### config.mk
export PLATFORM = sky130hd
export DESIGN_NAME = question_box_controller
export DESIGN_NICKNAME = d
export VERILOG_FILES = /design/src/rtl/question_box_controller.sv
export SDC_FILE = /design/constraint.sdc
export NUM_CORES = 1
export LEC_CHECK = 0
export BUFFER_PORTS_ARGS = -buffer_cell sky130_fd_sc_hd__buf_2
export CELL_PAD_IN_SITES_DETAIL_PLACEMENT = 1
export CELL_PAD_IN_SITES_GLOBAL_PLACEMENT = 1
export CORE_UTILIZATION = 37
export DETAILED_ROUTE_END_ITERATION = 7
export PLACE_DENSITY = 0.86
export SLEW_MARGIN = 0
export SYNTH_ARGS = -nofsm -noshare
export SYNTH_HDL_FRONTEND = slang
export SYNTH_SLANG_ARGS = --single-unit
### constraint.sdc
create_clock -name clk -period 2.2 [get_ports clk]
set_input_delay 0.11 -clock clk [delete_from_list [all_inputs] [get_ports clk]]
set_output_delay 0.11 -clock clk [all_outputs]
set_load 0.1 [all_outputs]
### src/rtl/question_box_controller.sv
// Question-box controller: frame-paced bounce on hit, LFSR dice result over a
// valid/ready handshake, then a frame-counted cooldown before re-arming.
module question_box_controller #(
  parameter int unsigned BOUNCE_HEIGHT   = 4,
  parameter int unsigned FRAMES_PER_STEP = 2,
  parameter int unsigned COOLDOWN_FRAMES = 30,
  parameter logic [7:0]  LFSR_SEED       = 8'hA5
) (
  input  logic       clk,
  input  logic       reset,
  input  logic       frame_tick,
  input  logic       hit,
  input  logic [9:0] base_x,
  input  logic [9:0] base_y,
  output logic [9:0] box_x,
  output logic [9:0] box_y,
  output logic       used,
  output logic       busy,
  output logic       dice_valid,
  output logic [2:0] dice_value,
  input  logic       dice_ready
);

  localparam int unsigned SW = (FRAMES_PER_STEP > 1) ? $clog2(FRAMES_PER_STEP) : 1;
  localparam int unsigned CW = (COOLDOWN_FRAMES > 0) ? $clog2(COOLDOWN_FRAMES + 1) : 1;
  localparam logic [SW-1:0] STEP_LAST = SW'(FRAMES_PER_STEP - 1);
  localparam logic [CW-1:0] CD_LAST   = CW'(COOLDOWN_FRAMES);
  localparam logic [3:0]    PEAK      = 4'(BOUNCE_HEIGHT);
  // An all-zero seed would lock the LFSR, so it is substituted.
  localparam logic [7:0]    SEED      = (LFSR_SEED == 8'h00) ? 8'h01 : LFSR_SEED;

  typedef enum logic [2:0] {
    S_IDLE,
    S_RISE,
    S_FALL,
    S_RESULT,
    S_COOLDOWN
  } state_t;

  state_t        r_state, w_state_n;
  logic [3:0]    r_offset, w_offset_n;
  logic [SW-1:0] r_step, w_step_n;
  logic [CW-1:0] r_cd, w_cd_n;
  logic          r_valid, w_valid_n;
  logic [2:0]    r_value, w_value_n;
  logic [7:0]    r_lfsr;
  logic          w_fb;
  logic [9:0]    r_box_x, r_box_y;
  logic [9:0]    w_box_y_n;

  assign w_fb      = r_lfsr[7] ^ r_lfsr[5] ^ r_lfsr[4] ^ r_lfsr[3];
  assign w_box_y_n = (base_y < {6'd0, r_offset}) ? 10'd0 : (base_y - {6'd0, r_offset});

  always_ff @(posedge clk or posedge reset) begin
    if (reset) begin
      r_state  <= S_IDLE;
      r_offset <= '0;
      r_step   <= '0;
      r_cd     <= '0;
      r_valid  <= 1'b0;
      r_value  <= 3'd0;
      r_lfsr   <= SEED;
      r_box_x  <= 10'd0;
      r_box_y  <= 10'd0;
    end else begin
      r_state  <= w_state_n;
      r_offset <= w_offset_n;
      r_step   <= w_step_n;
      r_cd     <= w_cd_n;
      r_valid  <= w_valid_n;
      r_value  <= w_value_n;
      r_lfsr   <= {r_lfsr[6:0], w_fb};
      r_box_x  <= base_x;
      r_box_y  <= w_box_y_n;
    end
  end

  always_comb begin
    w_state_n  = r_state;
    w_offset_n = r_offset;
    w_step_n   = r_step;
    w_cd_n     = r_cd;
    w_valid_n  = r_valid;
    w_value_n  = r_value;
    case (r_state)
      S_IDLE: begin
        if (hit) begin
          w_state_n  = S_RISE;
          w_step_n   = '0;
          w_offset_n = '0;
        end
      end
      S_RISE: begin
        if (frame_tick) begin
          if (r_step == STEP_LAST) begin
            w_step_n   = '0;
            w_offset_n = r_offset + 4'd1;
            if ((r_offset + 4'd1) == PEAK) w_state_n = S_FALL;
          end else begin
            w_step_n = r_step + SW'(1);
          end
        end
      end
      S_FALL: begin
        if (frame_tick) begin
          if (r_step == STEP_LAST) begin
            w_step_n   = '0;
            w_offset_n = r_offset - 4'd1;
            // Dice is sampled from the LFSR as it stands on the landing tick.
            if (r_offset == 4'd1) begin
              w_state_n = S_RESULT;
              w_valid_n = 1'b1;
              w_value_n = 3'(r_lfsr % 8'd6) + 3'd1;
            end
          end else begin
            w_step_n = r_step + SW'(1);
          end
        end
      end
      S_RESULT: begin
        if (r_valid && dice_ready) begin
          w_valid_n = 1'b0;
          w_state_n = S_COOLDOWN;
          w_cd_n    = '0;
        end
      end
      S_COOLDOWN: begin
        if (r_cd == CD_LAST) begin
          w_state_n = S_IDLE;
        end else if (frame_tick) begin
          w_cd_n = r_cd + CW'(1);
        end
      end
      default: w_state_n = S_IDLE;
    endcase
  end

  assign box_x      = r_box_x;
  assign box_y      = r_box_y;
  assign busy       = (r_state != S_IDLE);
  assign used       = (r_state == S_RESULT) || (r_state == S_COOLDOWN);
  assign dice_valid = r_valid;
  assign dice_value = r_value;

endmodule

======== Yosys cells after proc, flatten, opt, wreduce, memory -nomap -nowiden ========
Index checks and enable logic that the tools add are counted.
cells by class
  add/subtract/negate cells ............... 6
  div/mod/pow operators ................... 1
  magnitude comparators ................... 1
  eq/ne operators ......................... 19
  mux-type cells .......................... 30
  bitwise operators ....................... 3
  reductions and logical operators ........ 15
operator list
  operator                                                                 count
  3-bit 2-to-1 mux                                                         9
  2-bit != test (second input constant)                                    11
  4-bit 2-to-1 mux                                                         5
  5-bit 2-to-1 mux                                                         3
  3-bit one-hot mux with 5 select lines                                    1
  4-bit one-hot mux with 3 select lines                                    1
  10-bit by 4-bit < comparator with 1-bit output                           1
  10-bit 2-to-1 mux                                                        1
  5-bit one-hot mux with 2 select lines                                    1
  10-bit by 4-bit subtractor with 10-bit output                            1
  9-bit AND reduction                                                      1
  8-bit by 3-bit remainder unit with 8-bit output (second input constant)  1
  4-bit AND reduction                                                      2
  1-bit 2-to-1 mux                                                         7
  3-bit by 2-bit equality test with 1-bit output (second input constant)   2
  6-bit AND reduction                                                      1
  2-bit nonzero test                                                       3
  3-bit nonzero test                                                       2
  5-bit by 1-bit adder with 5-bit output (second input constant)           1
  5-bit equality test (second input constant)                              1
  5-bit AND reduction                                                      1
  4-bit by 1-bit adder with 4-bit output (second input constant)           1
  4-bit by 1-bit equality test with 1-bit output (second input constant)   1
  4-bit by 3-bit equality test with 1-bit output (second input constant)   1
  other kinds (13)                                                         16
word-level totals
  register bits after elaboration ......... 45
  input bits .............................. 25
  output and inout port bits .............. 26
  word-level logic and storage cells ...... 84

======== Logic depth before layout (Yosys ltp) ========
  word-level depth ........................ 6
  depth in mapped cells ................... 11

======== Worst setup path after synthesis ========
Ideal clock, no wire load.
  kind .................................... register to register
  from .................................... register r_lfsr[7]
  to ...................................... register r_value[1] (netlist: dice_value[1])
  arrival ................................. 2,053 ps
  slack ................................... 21 ps
  cell stages (with the launch flop) ...... 8
  cell sequence ........................... dfstp_2 and3b_1 or4_1 o211a_2 mux2i_1 o22ai_1 ha_1 mux2_2
between the ends
  longest elaborated chain between the ends .. 2
ends and longest elaborated chain
  item                                             RTL line  RTL
  start: declaration                               46        logic [7:0] r_lfsr;
  start signal: assignment                         72        r_lfsr <= {r_lfsr[6:0], w_fb};
  8-bit by 3-bit remainder unit with 8-bit output  113       w_value_n = 3'(r_lfsr % 8'd6) + 3'd1;
  3-bit by 1-bit adder with 3-bit output           113
  end signal: assignment                           71        r_value <= w_value_n;
  end: declaration                                 45        logic [2:0] r_value, w_value_n;
No other way between the ends.
A chain may end at the register's enable or synchronous reset.

======== Worst setup path in the final report ========
  from .................................... register r_lfsr[7]
  to ...................................... register r_value[2] (netlist: dice_value[2])
The elaborated chain is that of the path after synthesis.

==> summary.md <==
| Metric | Value |
|---|---|
| WP data arrival | `2.66 ns` |
| Max Clock Skew | `0.00659 ns` |
| Vias in the first global route | `2,241` |
| Relative max-transition margin | `65.8%` |
| Via density | `5.39` |
| Post-route total power | `3.93 mW` |
| Worst-Skew Late Latency | `0.31 ns` |
| Hold Path Depth | `2` |
| Critical setup path kind | `register to register` |
| FFs w/ async S/R, synth | `100%` |
| Syn avg cell area | `9.80 um2` |
| # diodes | `0` |
| Crit-path cells | `and3b_1 > o21ai_0 > nand3_1 > or4bb_1 > a311o_1 > nand3_2` |
| Yosys top cell area share | `43.3%` |
| Most common cell after layout, fill and taps aside | `buf_2` |
| Fmax | `415 MHz` |
| Syn Inst Count | `242` |
| DRT antenna net count | `0` |
| Boundary pin count | `51` |
| Seq/Total Area, Yosys | `47.7%` |
| Chip height | `82.1 um` |
| Post-Layout Cell Count | `394` |
| Die area | `6730 um2` |
| Maximum vdd drop | `0.854 mV` |
| # setup viols final | `2` |
| Inserted Clock Buffers | `5` |
| Worst hold path class | `input port to register` |
| Worst Hold End | `box_y[6]` |
| Worst R2R Path Depth | `6` |
| Worst R2R Start | `r_lfsr[7]` |
| Fin nets | `354` |
| CP max-delay cell | `dfstp_2` |
| Ys flop type | `dfrtp_1` |
| Antenna violations before repair | `0` |
| First-pass GRT wire length | `10,800 um` |
| Total track usage | `21.7%` |
| Die width | `82.1 um` |
| Area grow syn2layout | `29.9%` |
| Register area | `1130 um2` |
| Core area | `6060 um2` |
| Routed wire length | `6640 um` |
| Root buf cell | `clkbuf_8` |
| Final Hold Viols | `0` |
| Initial Utilization | `39.1%` |
| P per Cell Area | `1280 nW/um2` |
| Critical path peak fanout | `7` |
| Worst-path clk slew | `0.09 ns` |
| Synth Register Bits | `45` |
| Yosys top cell by area | `dfrtp_1` |
| Final worst slack | `-0.210 ns` |
| Layout cells sized above 1 | `28.8%` |
| MaxCap Viol Count | `0` |
| Rows | `28` |
| Port Buf Inserts | `50` |
| Post-synth EDFFs | `0` |
| Hpwl dp | `4360 um` |
| Mapped cell area | `2370 um2` |
| Placed cells | `373` |
| DRC Markers | `0` |
| Leading cell types in the layout, fill and taps excluded | `buf_2, dfrtp_1, nor2_1` |
| Num Clock Sinks | `45` |
| H-Tree Depth | `2` |
| Crit path capture type | `register` |
| Min-delay src | `base_y[6]` |
| Leakage | `1.43 nW` |
| Multi-input gate area | `1160 um2` |
| Fin crit share | `110%` |
| GRT overflow | `0` |
| First-iteration detailed-routing DRC count | `65` |
| CP required | `2.45 ns` |
| Synth warn | `0` |
| Status | `complete, but fails checks` |
| Final Core Density | `50.8%` |
| Top post-synthesis cells by area | `dfrtp_1, ha_1, dfstp_2, nor2_1, o21ai_0` |
| Vias | `2,122` |
| R2R Path End | `dice_value[2]` |
| RSZ-0062 raised after global routing | `true` |
| Syn nets | `278` |
| Dpl ws | `-0.102 ns` |
| Fillers | `716` |
| CP peak stage delay | `0.60 ns` |
| Failing checks | `negative setup slack` |
| Startpoint types | `register` |
| DR WL/cell | `16.9 um` |
| Worst slew pin tran | `0.517 ns` |
| Deepest clock path buffer count | `2` |
| Fin. max-slew vios | `0` |
| Fin crit period | `2.41 ns` |
| CTS tree | `done` |
| Post-synth cell types | `57` |
| Drt first pass iters | `5` |
| Flop-to-flop setup slack | `-0.21 ns` |
| Placer Congestion | `0.800` |
| Largest net degree at the start of global routing | `34` |
==> what timing repair did <==
action | in CTS | in global routing
resized for setup | 2 | 6
hold endpoints to repair | 28 | 0
endpoints found under the setup margin | 3 | 4
setup buffers | 0 | 1
hold buffers | 11 | 0
==> synthesized netlist by cell type, types with 2 or more instances <==
library cell / count
o22ai_1: 4
ha_1: 10
nand4_1: 4
xnor2_1: 8
a31oi_1: 4
o21a_1: 2
a21o_1: 2
nand2b_1: 3
nand2_1: 18
or4_1: 2
xor2_1: 8
a211oi_1: 2
buf_1: 2
a21oi_1: 7
clkbuf_1: 5
nand3b_1: 3
or3b_1: 2
nor3_1: 9
inv_1: 15
dfrtp_1: 41
or3_1: 2
nand3_1: 6
dfstp_2: 4
nor2_1: 26
nor2b_1: 6
o21ai_0: 16
==> worst max-delay path: cells and delay by family (launching register included) <==
kind / cells / cell delay [ns]
flip-flops: 1 / 0.60
AND/OR/NAND/NOR: 4 / 1.05
AO/OA/AOI/OAI: 2 / 0.70
==> state kept, by name, summed over array words and instances (netlist names) <==
| register | count |
|---|---|
| r_step | 1 |
| box_y | 10 |
| r_offset | 4 |
| box_x | 10 |
| r_lfsr | 8 |
| dice_valid | 1 |
| r_cd | 5 |
| dice_value | 3 |
| r_state | 3 |
==> kinds of logic (layout without fill, tap and decap cells) <==
family | count (synthesis) | count (layout) | share of synthesized area [%]
simple gates | 95 | 95 | 21.6
compound gates | 49 | 49 | 13.2
flops | 45 | 45 | 47.7
buf+inv | 24 | 101 | 4.54
xor+xnor | 16 | 16 | 5.91
fa+ha+maj | 11 | 11 | 6.12
mux | 2 | 2 | 0.897
==> metal layers <==
layer	routed length, um	vias to the layer above	part of all wire (%)	global-route usage, %
li1	-	997	-	-
met1	2720	1064	41	24.9
met2	3530	45	53	38.8
met3	178	16	2.7	4.11
met4	210	0	3.2	9.65
met5	0	-	0	0
==> final cells by class <==
type	count	area share [%]
well taps	75	3.05
multi-input cells	173	37.7
flip-flops and latches	45	36.8
clock buffers	5	2.23
repair buffers	78	16.3
clock inverters	3	2.11
inverters	15	1.83
==> report_power, final <==
group	switching [mW]	internal [mW]
Combinational	1.45	0.583
Sequential	0.136	1.02
Clock	0.300	0.451
Total	1.88	2.05
==> worst max path at each step <==
stage	slack, ns	endpoint	startpoint	cells after the start
detailed placement	-0.10	dice_value[1]	r_lfsr[7]	7
global route	-0.24	dice_value[2]	r_lfsr[7]	6
global placement	-0.02	dice_value[1]	r_lfsr[7]	7
floorplan	0.02	dice_value[1]	r_lfsr[7]	7
CTS	-0.12	dice_value[1]	r_lfsr[7]	7
finish	-0.21	dice_value[2]	r_lfsr[7]	6
==> metrics by stage <==
stage | cell area [um2] | hold slack [ns] | TNS, ns
2_1_floorplan | 2370 | 0.141 | 0
3_3_place_gp | 2780 | 0.219 | -0.0237
3_5_place_dp | 2780 | 0.220 | -0.181
4_1_cts | 3030 | 0.0352 | -0.220
5_1_grt | 3080 | 0.0444 | -0.487
6_report | 3080 | 0.0473 | -0.381
Note: power is estimated with default switching activity, not from simulation.
